<file path="config.mk">
export PLATFORM = sky130hd
export DESIGN_NAME = hazard_stall_ctrl
export DESIGN_NICKNAME = d
export VERILOG_FILES = /design/src/rtl/hazard_stall_ctrl_pkg.sv /design/src/rtl/hazard_stall_ctrl_md_busy_counter.sv /design/src/rtl/hazard_stall_ctrl.sv
export SDC_FILE = /design/constraint.sdc
export NUM_CORES = 1
export LEC_CHECK = 0
export CORE_MARGIN = 3
export CORE_UTILIZATION = 42
export DETAILED_ROUTE_END_ITERATION = 16
export HOLD_SLACK_MARGIN = 0.05
export PLACE_DENSITY = 0.79
export RECOVER_POWER = 25
export SLEW_MARGIN = 10
export SYNTH_ARGS = -nofsm -noshare
export SYNTH_HDL_FRONTEND = slang
export SYNTH_SLANG_ARGS = --single-unit
</file>
<file path="constraint.sdc">
create_clock -name clk -period 3.1 [get_ports clk]
set_input_delay 0.62 -clock clk [delete_from_list [all_inputs] [get_ports clk]]
set_output_delay 0.62 -clock clk [all_outputs]
set_load 0.05 [all_outputs]
</file>
<file path="src/rtl/hazard_stall_ctrl_pkg.sv">
// Shared pipeline-hazard definitions: Tuse/Tnew encodings, mult/div latencies and
// the scoreboard slot payload used by the stall controller and the decoder.
package hazard_stall_ctrl_pkg;

    localparam int unsigned REG_W = 5;
    localparam int unsigned T_W   = 2;

    localparam logic [T_W-1:0] TUSE_NONE = 2'd3;
    localparam logic [T_W-1:0] TNEW_LINK = 2'd0;
    localparam logic [T_W-1:0] TNEW_ALU  = 2'd1;
    localparam logic [T_W-1:0] TNEW_LOAD = 2'd2;

    localparam int unsigned MULT_CYCLES_DEFAULT = 5;
    localparam int unsigned DIV_CYCLES_DEFAULT  = 10;
    localparam int unsigned CNT_W_DEFAULT       = 4;

    typedef struct packed {
        logic [REG_W-1:0] wa;
        logic [T_W-1:0]   tnew;
    } sb_slot_t;

    // Tnew ages by one each stage and bottoms out once the result exists
    function automatic logic [T_W-1:0] sat_dec(input logic [T_W-1:0] t);
        return (t == TNEW_LINK) ? TNEW_LINK : t - T_W'(1);
    endfunction

    function automatic logic src_hazard(input logic [REG_W-1:0] src,
                                        input logic [T_W-1:0]   tuse,
                                        input sb_slot_t         e_slot,
                                        input sb_slot_t         m_slot);
        logic e_hit;
        logic m_hit;
        e_hit = (e_slot.wa == src) && (e_slot.tnew > tuse);
        m_hit = (m_slot.wa == src) && (m_slot.tnew > tuse);
        return (src != '0) && (tuse != TUSE_NONE) && (e_hit || m_hit);
    endfunction

endpackage

</file>
<file path="src/rtl/hazard_stall_ctrl_md_busy_counter.sv">
// Mult/div occupancy countdown: loads the unit latency on issue, then drains to zero.
module md_busy_counter #(
    parameter int unsigned CNT_W = 4
) (
    input  logic             clk,
    input  logic             reset,
    input  logic             load,
    input  logic [CNT_W-1:0] load_val,
    output logic [CNT_W-1:0] cnt,
    output logic             busy
);

    always_ff @(posedge clk) begin
        if (reset) begin
            cnt <= '0;
        end else if (load) begin
            cnt <= load_val;
        end else if (cnt != '0) begin
            cnt <= cnt - CNT_W'(1);
        end
    end

    assign busy = (cnt != '0);

endmodule

</file>
<file path="src/rtl/hazard_stall_ctrl.sv">
// Stall/flush control for F/D and D/E: E/M destination scoreboard checked against
// D-stage sources by Tuse, plus mult/div unit occupancy.
module hazard_stall_ctrl
    import hazard_stall_ctrl_pkg::*;
#(
    parameter int unsigned MULT_CYCLES = MULT_CYCLES_DEFAULT,
    parameter int unsigned DIV_CYCLES  = DIV_CYCLES_DEFAULT,
    parameter int unsigned CNT_W       = CNT_W_DEFAULT
) (
    input  logic             clk,
    input  logic             reset,
    input  logic             d_valid,
    input  logic [REG_W-1:0] d_rs,
    input  logic [REG_W-1:0] d_rt,
    input  logic [T_W-1:0]   d_tuse_rs,
    input  logic [T_W-1:0]   d_tuse_rt,
    input  logic [REG_W-1:0] d_wa,
    input  logic [T_W-1:0]   d_tnew,
    input  logic             d_md_start,
    input  logic             d_md_div,
    input  logic             d_md_use,
    input  logic             flush_req,
    output logic             stall,
    output logic             pc_en,
    output logic             fd_en,
    output logic             fd_clr,
    output logic             de_clr,
    output logic             md_busy,
    output logic [REG_W-1:0] e_wa,
    output logic [REG_W-1:0] m_wa,
    output logic [T_W-1:0]   e_tnew,
    output logic [T_W-1:0]   m_tnew
);

    sb_slot_t         e_slot;
    sb_slot_t         m_slot;
    logic [CNT_W-1:0] md_cnt;
    logic             hz_rs;
    logic             hz_rt;
    logic             md_hold;
    logic             transfer;
    logic             md_load;
    logic [CNT_W-1:0] md_load_val;

    // Hazard decision is purely combinational so the hold takes effect this cycle
    always_comb begin
        hz_rs    = src_hazard(d_rs, d_tuse_rs, e_slot, m_slot);
        hz_rt    = src_hazard(d_rt, d_tuse_rt, e_slot, m_slot);
        md_hold  = d_md_use && (md_cnt != '0);
        stall    = d_valid && !flush_req && (hz_rs || hz_rt || md_hold);
        transfer = d_valid && !stall && !flush_req;
    end

    assign pc_en  = !stall;
    assign fd_en  = !stall;
    assign fd_clr = flush_req;
    assign de_clr = stall || flush_req;

    assign e_wa   = e_slot.wa;
    assign e_tnew = e_slot.tnew;
    assign m_wa   = m_slot.wa;
    assign m_tnew = m_slot.tnew;

    // Shadow of the E and M pipeline registers; a bubble or flush enters E as {0,0}
    always_ff @(posedge clk) begin
        if (reset) begin
            e_slot <= '0;
            m_slot <= '0;
        end else begin
            m_slot.wa   <= e_slot.wa;
            m_slot.tnew <= sat_dec(e_slot.tnew);
            if (transfer) begin
                e_slot.wa   <= d_wa;
                e_slot.tnew <= d_tnew;
            end else begin
                e_slot <= '0;
            end
        end
    end

    assign md_load     = transfer && d_md_start;
    assign md_load_val = d_md_div ? CNT_W'(DIV_CYCLES) : CNT_W'(MULT_CYCLES);

    md_busy_counter #(
        .CNT_W (CNT_W)
    ) u_md_busy_counter (
        .clk      (clk),
        .reset    (reset),
        .load     (md_load),
        .load_val (md_load_val),
        .cnt      (md_cnt),
        .busy     (md_busy)
    );

endmodule

</file>
; ---- Word level (Yosys, flattened, before mapping)
; Index checks and enable logic that the tools add are counted.
[classes]
add_sub_neg = 2
magnitude_cmp = 4
n_eq_ne = 6
n_mux = 3
bitwise = 1
reduce_logical = 28
[ops]
columns = cell, count
row1 = 5-bit equality test, 4
row2 = 1-bit logical AND, 14
row3 = 4-bit 2-to-1 mux, 3
row4 = 5-bit nonzero test, 2
row5 = 2-bit > comparator, 4
row6 = 1-bit logical OR, 5
row7 = 2-bit inequality test (second input constant), 2
row8 = 4-bit nonzero test, 1
row9 = 2-bit OR reduction, 2
row10 = 4-bit by 1-bit subtractor with 4-bit output (second input constant), 1
row11 = 1-bit zero test, 2
row12 = 2-bit zero test, 1
row13 = 2-bit nonzero test, 1
row14 = 2-bit by 1-bit subtractor with 2-bit output (second input constant), 1
row15 = 1-bit inverter, 1
[word_totals]
output_inout_bits = 20
regBits = 18
in_bits = 28
wordCells = 49

; ---- Longest topological paths before layout
; Gate-level depths: netlist (run 1).
[depth]
ltp_word = 12
ltp_mapped = 10
ltp_nobuf = 8

; ---- Modules after synthesis
; Synthesis (run 1) repeated with hierarchy kept, for this count alone.
[unflattened]
cells_unflattened = 137
area_unflattened_um2 = 1217.4
[by_module_without_submodules]
columns = module, cells_per_inst, seq_area_each_um2, n_inst, area_per_inst_um2
row1 = hazard_stall_ctrl, 111, 280.3, 1, 987.2
row2 = md_busy_counter, 26, 80.1, 1, 230.2

; ---- Least setup slack after synthesis (run 1)
; OpenSTA, ideal clock, no wires.
[synth_timing]
path_type = flip-flop to output port
start = register e_slot, in the netlist e_tnew[0]
end = output port de_clr
path_buffers = 1
stages_incl_launch_ff = 10
arrival_ps = 2677
path_slack_ps = -197
required_ps = 2480
cell_sequence = dfxtp_1 > inv_1 > ha_1 > nand2_1 > nand4_1 > nor4_1 > o221ai_1 > and3_1 > buf_2 > o21bai_1
[synth_via]
elab_chain_cells = 8
elab_cells_between_ends = 12
cone_classes = order compare: 2 / reduce/logical: 10
[synth_rtl]
columns = item, line
row1 = start: declaration, hazard_stall_ctrl.sv:35  ; sb_slot_t e_slot;
row2 = 2-bit > comparator, hazard_stall_ctrl_pkg.sv:33  ; e_hit = (e_slot.wa == src) && (e_slot.tnew > tuse);
row3 = 1-bit logical AND, hazard_stall_ctrl_pkg.sv:33
row4 = 1-bit logical OR, hazard_stall_ctrl_pkg.sv:35  ; return (src != '0) && (tuse != TUSE_NONE) && (e_hit || m_hit);
row5 = 1-bit logical AND, hazard_stall_ctrl_pkg.sv:35
row6 = 1-bit logical OR * (2 in a row), hazard_stall_ctrl.sv:50  ; stall = d_valid && !flush_req && (hz_rs || hz_rt || md_hold);
row7 = 1-bit logical AND *, hazard_stall_ctrl.sv:50
row8 = 1-bit logical OR *, hazard_stall_ctrl.sv:57  ; assign de_clr = stall || flush_req;
row9 = end: declaration, hazard_stall_ctrl.sv:27  ; output logic de_clr,
; Every way passes the cells marked *; elsewhere a longest branch is shown, timed or not.

; ---- Worst setup path in the final report (run 1)
[layout_timing]
start = input port d_rt[3]
end = output port pc_en
[layout_via]
elab_chain_cells = 8
elab_cells_between_ends = 12
cone_classes = eq/ne: 2 / reduce/logical: 10
[layout_rtl]
columns = item, line
row1 = start: declaration, hazard_stall_ctrl.sv:14  ; input logic [REG_W-1:0] d_rt,
row2 = 5-bit equality test (on tied branches), "hazard_stall_ctrl_pkg.sv:33, hazard_stall_ctrl_pkg.sv:34"
row3 = 1-bit logical AND (on tied branches), "hazard_stall_ctrl_pkg.sv:33, hazard_stall_ctrl_pkg.sv:34"
row4 = 1-bit logical OR, hazard_stall_ctrl_pkg.sv:35
row5 = 1-bit logical AND *, hazard_stall_ctrl_pkg.sv:35
row6 = 1-bit logical OR * (2 in a row), hazard_stall_ctrl.sv:50
row7 = 1-bit logical AND *, hazard_stall_ctrl.sv:50
row8 = 1-bit zero test *, hazard_stall_ctrl.sv:54  ; assign pc_en = !stall;
row9 = end: declaration, hazard_stall_ctrl.sv:24  ; output logic pc_en,
; Marks and branches as above.

==> impl_metrics.py, run 1 <==
metrics = {
    "status": {
        "status": "completed",
    },
    "sta": {
        "hold_fails_final_rpt": 0,
        "final_period_minus_worst_setup_slack_ns": 3.029,
        "timing.final.crit_share": 0.9772,
        "max_freq_mhz": 330.1,
        "final-max-slew-violation-count": 0,
        "worst-slew-pin-transition_ns": 0.5545,
        "clock-skew-final_ns": 0.009581,
        "slew-limit-headroom": 0.6296,
        "setup-violations-final": 0,
    },
    "worst_setup_path": {
        "crit_path_top_delay_cell": "clkdlybuf4s50_1",
        "reg2reg_to": "u_md_busy_counter.cnt[2]",
        "r2r_slack_ns": 1.11,
        "worst-setup-path-type": "input port to primary output",
        "slowest_delay_ns": 0.47,
        "path_cells": "clkdlybuf4s50_1 > buf_4 > xor2_1 > nor4_1 > o221ai_2 > and3_4 > nand2b_4 > buf_8",
        "critPathArrivalTime_ns": 2.41,
        "r2r-start": "m_tnew[0]",
        "cp-startpoint": "d_rt[3]",
        "r2r_cells": 8,
        "worst_ep_required_time_ns": 2.48,
        "critPathLaunchType": "input port",
        "timing.critical_path.to_type": "primary output",
        "cpLargestDelayFamily": "buffers and inverters",
        "worstPathMaxFanout": 4,
        "critical_path_buf_inv_count": 3,
    },
    "logic_synthesis": {
        "synth_area_in_xor_xnor": 0.1651,
        "combined_area_of_all_synthesized_cells_um2": 1167,
        "synth-compound-area-share": 0.05145,
        "simple_gate_share_of_the_synthesized_area": 0.2422,
        "synth_seq_area_share": 0.3087,
        "synth_top_family_by_area": "simple AND/OR/NAND/NOR gates",
        "synthesized_nets": 169,
        "yosys.area_share.adder": 0.1179,
        "post_syn_instances": 130,
        "syn-mean-instance-area_um2": 8.980,
        "ys.warnings.count": 0,
        "netlist-cell-type-count": 29,
        "ys_async_sr_fraction": 0,
        "total_of_flip_flops_plus_latches_after_synthesis": 18,
        "ys_dominant_reg_cell": "dfxtp_1",
        "synth_mux_area_frac": 0.04287,
        "number_of_flops_mapped_to_enable_cells_by_yosys": 0,
    },
    "power_and_ir_drop": {
        "netSwitchingPower_uw": 351.5,
        "sw_frac_of_total": 0.3868,
        "share_comb_of_total_power": 0.527,
        "clkPwrFrac": 0.154,
        "static-leakage-power_uw": 0.0007707,
        "p_total_uw": 908.8,
        "worst_ir_drop_vdd_uv": 472.6,
        "power.density_cell_area_nw_per_um2": 491.1,
        "seq_power_share": 0.319,
        "internal_power_uw": 557.3,
    },
    "min_path": {
        "hold_depth": 1,
        "min_to": "m_tnew[0]",
        "min_path_type": "flop to flop",
        "hold_path_startpoint": "e_tnew[0]",
    },
    "route": {
        "detail-route-antenna-nets": 0,
        "wire_per_inst_um": 14.21,
        "finalWirelength_mm": 2.998,
        "pre_antenna_drt_iters": 4,
        "detail_route.drc_violations": 0,
        "via_count": 1099,
        "drt_iter0_drc": 35,
        "detail_route.vias_per_cell": 5.209,
    },
    "floorplanning": {
        "die_height_um": 58.72,
        "fp.dieW_um": 58.72,
        "design.core.area_um2": 2567,
        "dieArea_um2": 3448,
        "effective_utilization_at_floorplan": 0.4547,
        "floorplan.rows": 18,
        "io_pins": 48,
    },
    "placed_design": {
        "place_hpwl_mm": 2.412,
        "io_buffers": 47,
        "gpl.final_weighted_congestion": 0.9097,
    },
    "clock_tree": {
        "cts.root.buffer_cell": "clkbuf_4",
        "tritoncts_num_sinks": 18,
        "clk_transition_reported_paths_ns": 0.10,
        "cts_hold_buffers": 0,
        "cts_made_buffers": 3,
        "maximum_buffer_depth_of_the_clock_tree": 2,
        "tritoncts_clock_tree": "yes",
        "cts.repair_timing.setup_buffer_count": 0,
        "htree_num_levels": 1,
        "insertion_delay_ns": 0.29,
    },
    "grt": {
        "grt_max_degree": 13,
        "grt_pass1_vias": 1141,
        "antenna_found_initial": 0,
        "grt_overflow": 0,
        "grt_first_pass_wirelength_mm": 4.788,
        "grt_usage": 0.1784,
    },
    "layout": {
        "flow.area_growth_from_synthesis_pct": 58.52,
        "post-route-util": 0.7208,
        "diodes_inserted": 0,
        "final_net_count": 221,
        "final_layout_size_suffix_gt1_frac": 0.1878,
    },
    "run": {
        "timing.max_cap.violations": 0,
    },
}
-- cells by family (layout without fill, tap and decap cells) --
family	count (synthesis)	count (layout)
flops	18	18
xor+xnor	22	22
simple gates	48	48
fa+ha+maj	11	11
mux	4	4
buf+inv	18	69
compound gates	9	9
-- worst max path at each step --
stage	endpoint	slack (ns)	cells past startpoint
floorplan	pc_en	0.06	10
global placement	fd_en	-0.30	10
detailed placement	fd_en	-0.37	10
CTS	fd_en	0.002	6
global route	fd_en	-0.02	8
finish	pc_en	0.07	8
-- routing by layer --
layer  track usage  wire length (um)
met2        0.3202              1454
met3       0.02851               273
met1        0.2145              1223
met5             0                 0
met4       0.05825                46
-- registers in the layout (all words and copies together) (netlist names) --
name,cells
e_wa,5
m_wa,5
u_md_busy_counter.cnt,4
e_tnew,2
m_tnew,2
-- area by class of cell --
cell class / instances / area, um2
Inverter: 13 / 48.80
Clock buffer: 4 / 36.28
Multi-Input combinational cell: 94 / 820.8
Timing Repair Buffer: 52 / 541.8
Fill cell: 208 / 716.9
Sequential cell: 18 / 365.4
Tap cell: 30 / 37.54
-- power groups by stage --
stage               logic, uW  registers (uW)  clock network (uW)
detailed placement        452             292                   0
finish                    479             290                 140
global route              520             293                 155
global placement          439             291                   0
floorplan                 288             311                   0
CTS                       477             289                 143
-- stage by stage --
step           setup TNS, ns  hold slack, ns  std cells  area [um2]  worst slack [ns]
4_1_cts                    0          0.4351        211        1810          0.001760
6_report                   0          0.4269        211        1851           0.07077
5_1_grt             -0.03598          0.4556        211        1851          -0.01856
2_1_floorplan              0          0.5528        130        1181           0.06179
3_3_place_gp          -1.011          0.4207        207        1707           -0.2962
3_5_place_dp          -1.330          0.4210        207        1707           -0.3733
-- cell usage after synthesis, types with 2 or more instances --
master | count | share of area
buf_4 | 2 | 0.013
a21oi_1 | 4 | 0.017
o221ai_1 | 2 | 0.015
ha_1 | 11 | 0.12
nor4_1 | 4 | 0.021
mux2_4 | 2 | 0.026
and4_1 | 6 | 0.045
nand2_1 | 11 | 0.035
xnor2_1 | 14 | 0.11
dfxtp_1 | 18 | 0.31
mux2i_1 | 2 | 0.017
nor3_1 | 4 | 0.017
inv_1 | 13 | 0.042
nor2_1 | 4 | 0.013
nand2b_1 | 2 | 0.011
or4_1 | 2 | 0.013
nor2b_1 | 6 | 0.032
and4b_1 | 2 | 0.017
nand4_1 | 4 | 0.021
xor2_1 | 8 | 0.060
-- cells in the final DEF (no fill, tap or decap), types with 5 or more instances in the layout --
master,instances
clkdlybuf4s50_1,33
xnor2_1,14
and4_1,6
dfxtp_1,14
nand2_1,10
buf_4,5
xor2_1,8
nor2b_1,6
ha_1,8
inv_1,11
-- timing repair --
item / CTS / global route
pin swaps: 11 / 8
setup endpoints to repair: 4 / 4
resized for setup: 18 / 9
No activity file was read; power rests on OpenSTA's default activity.
==> inputs of run 2 (changes only) <==
--- a/config.mk
+++ b/config.mk
@@ -9,7 +9,7 @@
 export CORE_UTILIZATION = 42
 export DETAILED_ROUTE_END_ITERATION = 16
 export HOLD_SLACK_MARGIN = 0.05
-export PLACE_DENSITY = 0.79
+export PLACE_DENSITY = 0.9
 export RECOVER_POWER = 25
 export SLEW_MARGIN = 10
 export SYNTH_ARGS = -nofsm -noshare
==> impl_metrics.py, run 2 (synthesis results as in run 1) <==
metrics = {
    "status": {
        "status": "completed",
    },
    "run": {
        "timing.max_cap.violations": 0,
    },
    "worst_setup_path": {
        "slowest_delay_ns": 0.43,
        "timing.critical_path.to_type": "primary output",
        "critPathArrivalTime_ns": 2.41,
        "cpLargestDelayFamily": "buffers and inverters",
        "crit_path_top_delay_cell": "clkdlybuf4s50_1",
        "critPathLaunchType": "input port",
        "worstPathMaxFanout": 4,
        "r2r-start": "m_tnew[0]",
        "worst-setup-path-type": "input port to primary output",
        "r2r_cells": 10,
        "path_cells": "clkdlybuf4s50_1 > buf_4 > xor2_1 > nor4_2 > o221ai_2 > and3_4 > nand2b_4 > buf_8",
        "reg2reg_to": "e_wa[3]",
        "r2r_slack_ns": 0.91,
        "critical_path_buf_inv_count": 3,
        "worst_ep_required_time_ns": 2.48,
    },
    "min_path": {
        "min_path_type": "flop to flop",
        "hold_path_startpoint": "e_tnew[0]",
        "min_to": "m_tnew[0]",
        "hold_depth": 1,
    },
    "route": {
        "detail-route-antenna-nets": 0,
        "drt_iter0_drc": 22,
        "wire_per_inst_um": 14.97,
        "detail_route.drc_violations": 0,
        "detailroute.wirelength.met2_mm": 1.663,
        "finalWirelength_mm": 3.174,
        "pre_antenna_drt_iters": 7,
        "via_count": 1115,
        "met3RoutedLength_um": 228,
        "detail_route.vias_per_cell": 5.259,
        "topRoutingLayerUsed": "met4",
        "m1WireLength_mm": 1.210,
    },
    "sta": {
        "clock-skew-final_ns": 0.005992,
        "max_freq_mhz": 330.1,
        "setup-violations-final": 0,
        "final-max-slew-violation-count": 0,
        "timing.final.crit_share": 0.9772,
        "finalSetupTns_ns": 0,
        "hold_fails_final_rpt": 0,
        "final_period_minus_worst_setup_slack_ns": 3.029,
        "worst-slew-pin-transition_ns": 0.5414,
        "rsz0062_at_grt": "no",
        "final_critical_path_setup_slack_ns": 0.07073,
        "slew-limit-headroom": 0.6383,
    },
    "clock_tree": {
        "insertion_delay_ns": 0.30,
        "cts_made_buffers": 3,
        "cts.root.buffer_cell": "clkbuf_4",
        "tritoncts_num_sinks": 18,
        "tritoncts_clock_tree": "yes",
        "htree_num_levels": 1,
        "clk_transition_reported_paths_ns": 0.10,
        "maximum_buffer_depth_of_the_clock_tree": 2,
        "cts_hold_buffers": 0,
    },
    "floorplanning": {
        "dieArea_um2": 3448,
        "io_pins": 48,
        "fp.dieW_um": 58.72,
        "design.core.area_um2": 2567,
        "effective_utilization_at_floorplan": 0.4547,
        "die_height_um": 58.72,
        "floorplan.rows": 18,
    },
    "grt": {
        "grt_max_degree": 13,
        "grt_overflow": 0,
        "antenna_found_initial": 0,
        "grt_usage": 0.1985,
        "grt_pass1_vias": 1208,
        "grt_first_pass_wirelength_mm": 5.264,
    },
    "power_and_ir_drop": {
        "power.density_cell_area_nw_per_um2": 500.7,
        "worst_ir_drop_vdd_uv": 524.1,
        "clkPwrFrac": 0.158,
        "sw_frac_of_total": 0.3871,
        "static-leakage-power_uw": 0.0007751,
        "share_comb_of_total_power": 0.528,
        "seq_power_share": 0.315,
        "internal_power_uw": 561.8,
        "netSwitchingPower_uw": 354.8,
    },
    "placed_design": {
        "post-place-ws_ns": -0.3681,
        "place_hpwl_mm": 2.570,
        "gpl.final_weighted_congestion": 0.8856,
        "placedInstanceArea_um2": 1707,
        "io_buffers": 47,
    },
    "layout": {
        "final_layout_size_suffix_gt1_frac": 0.1978,
        "diodes_inserted": 0,
        "flow.area_growth_from_synthesis_pct": 56.81,
        "post-route-util": 0.7130,
        "stdcell_area_um2": 1831,
        "commonest_non_fill_non_tap_cell_in_the_layout": "clkdlybuf4s50_1",
        "layout.cells.most_common_list": "clkdlybuf4s50_1, xnor2_1, dfxtp_1",
        "final_net_count": 222,
    },
}
## run 2: cell count changes in the layout (fill, tap and decap cells not counted), sizes merged
cell,previous run,this run
buf,9,10
clkbuf,4,6
dlygate4sd2,3,2
clkdlybuf4s15,1,0
## run 2: area by class of cell
type,count,area (um2)
fill,209,737.0
sequential,18,365.4
clock buffer,4,36.28
tap,30,37.54
multi-input combinational,94,802.0
inverter,13,48.80
timing repair buffer,53,540.5
## run 2: metal layers
metal / track usage / up-vias
li1: - / 552
met1: 0.2151 / 508
met2: 0.3738 / 44
met3: 0.03509 / 11
met4: 0.08091 / 0
met5: 0 / -
## run 2: worst max path at each step
stage	start	to	cells after the start
after floorplan	d_tuse_rs[1]	pc_en	10
after global placement	d_tuse_rs[1]	fd_en	10
after detailed placement	d_tuse_rs[1]	pc_en	10
after CTS	d_rs[0]	pc_en	6
after global routing	d_rt[0]	pc_en	6
final	d_rt[2]	pc_en	8
## run 2: what timing repair did
action | 4_1_cts | 5_1_grt
endpoints found under the setup margin | 4 | 4
setup buffers | 0 | 1
resized for setup | 17 | 11
pin swaps | 12 | 9
## run 2: worst register-to-register path: stages (launching register included)
cell and delay [ns]:
dfxtp_2 0.34, inv_1 0.06, ha_1 0.28, nand2_1 0.07, nand4_1 0.15, nor4_2 0.37, o221ai_2 0.17, and3_4 0.19
buf_4 0.13, buf_4 0.14, and4b_1 0.19
## run 2: power by group through the flow
stage                     logic [uW]  clock network [uW]  registers, uW
after floorplan                  288                   0            311
after global placement           434                   0            291
after detailed placement         457                   0            292
after CTS                        474                 149            288
after global routing             535                 158            292
final                            484                 144            288
## run 2: per-stage QoR
step	instances	total power (uW)	hold WS [ns]
after floorplan	130	599.4	0.5528
after global placement	207	725.1	0.4179
after detailed placement	207	749.4	0.4157
after CTS	211	910.6	0.4343
after global routing	212	984.9	0.4412
final	212	916.6	0.4370
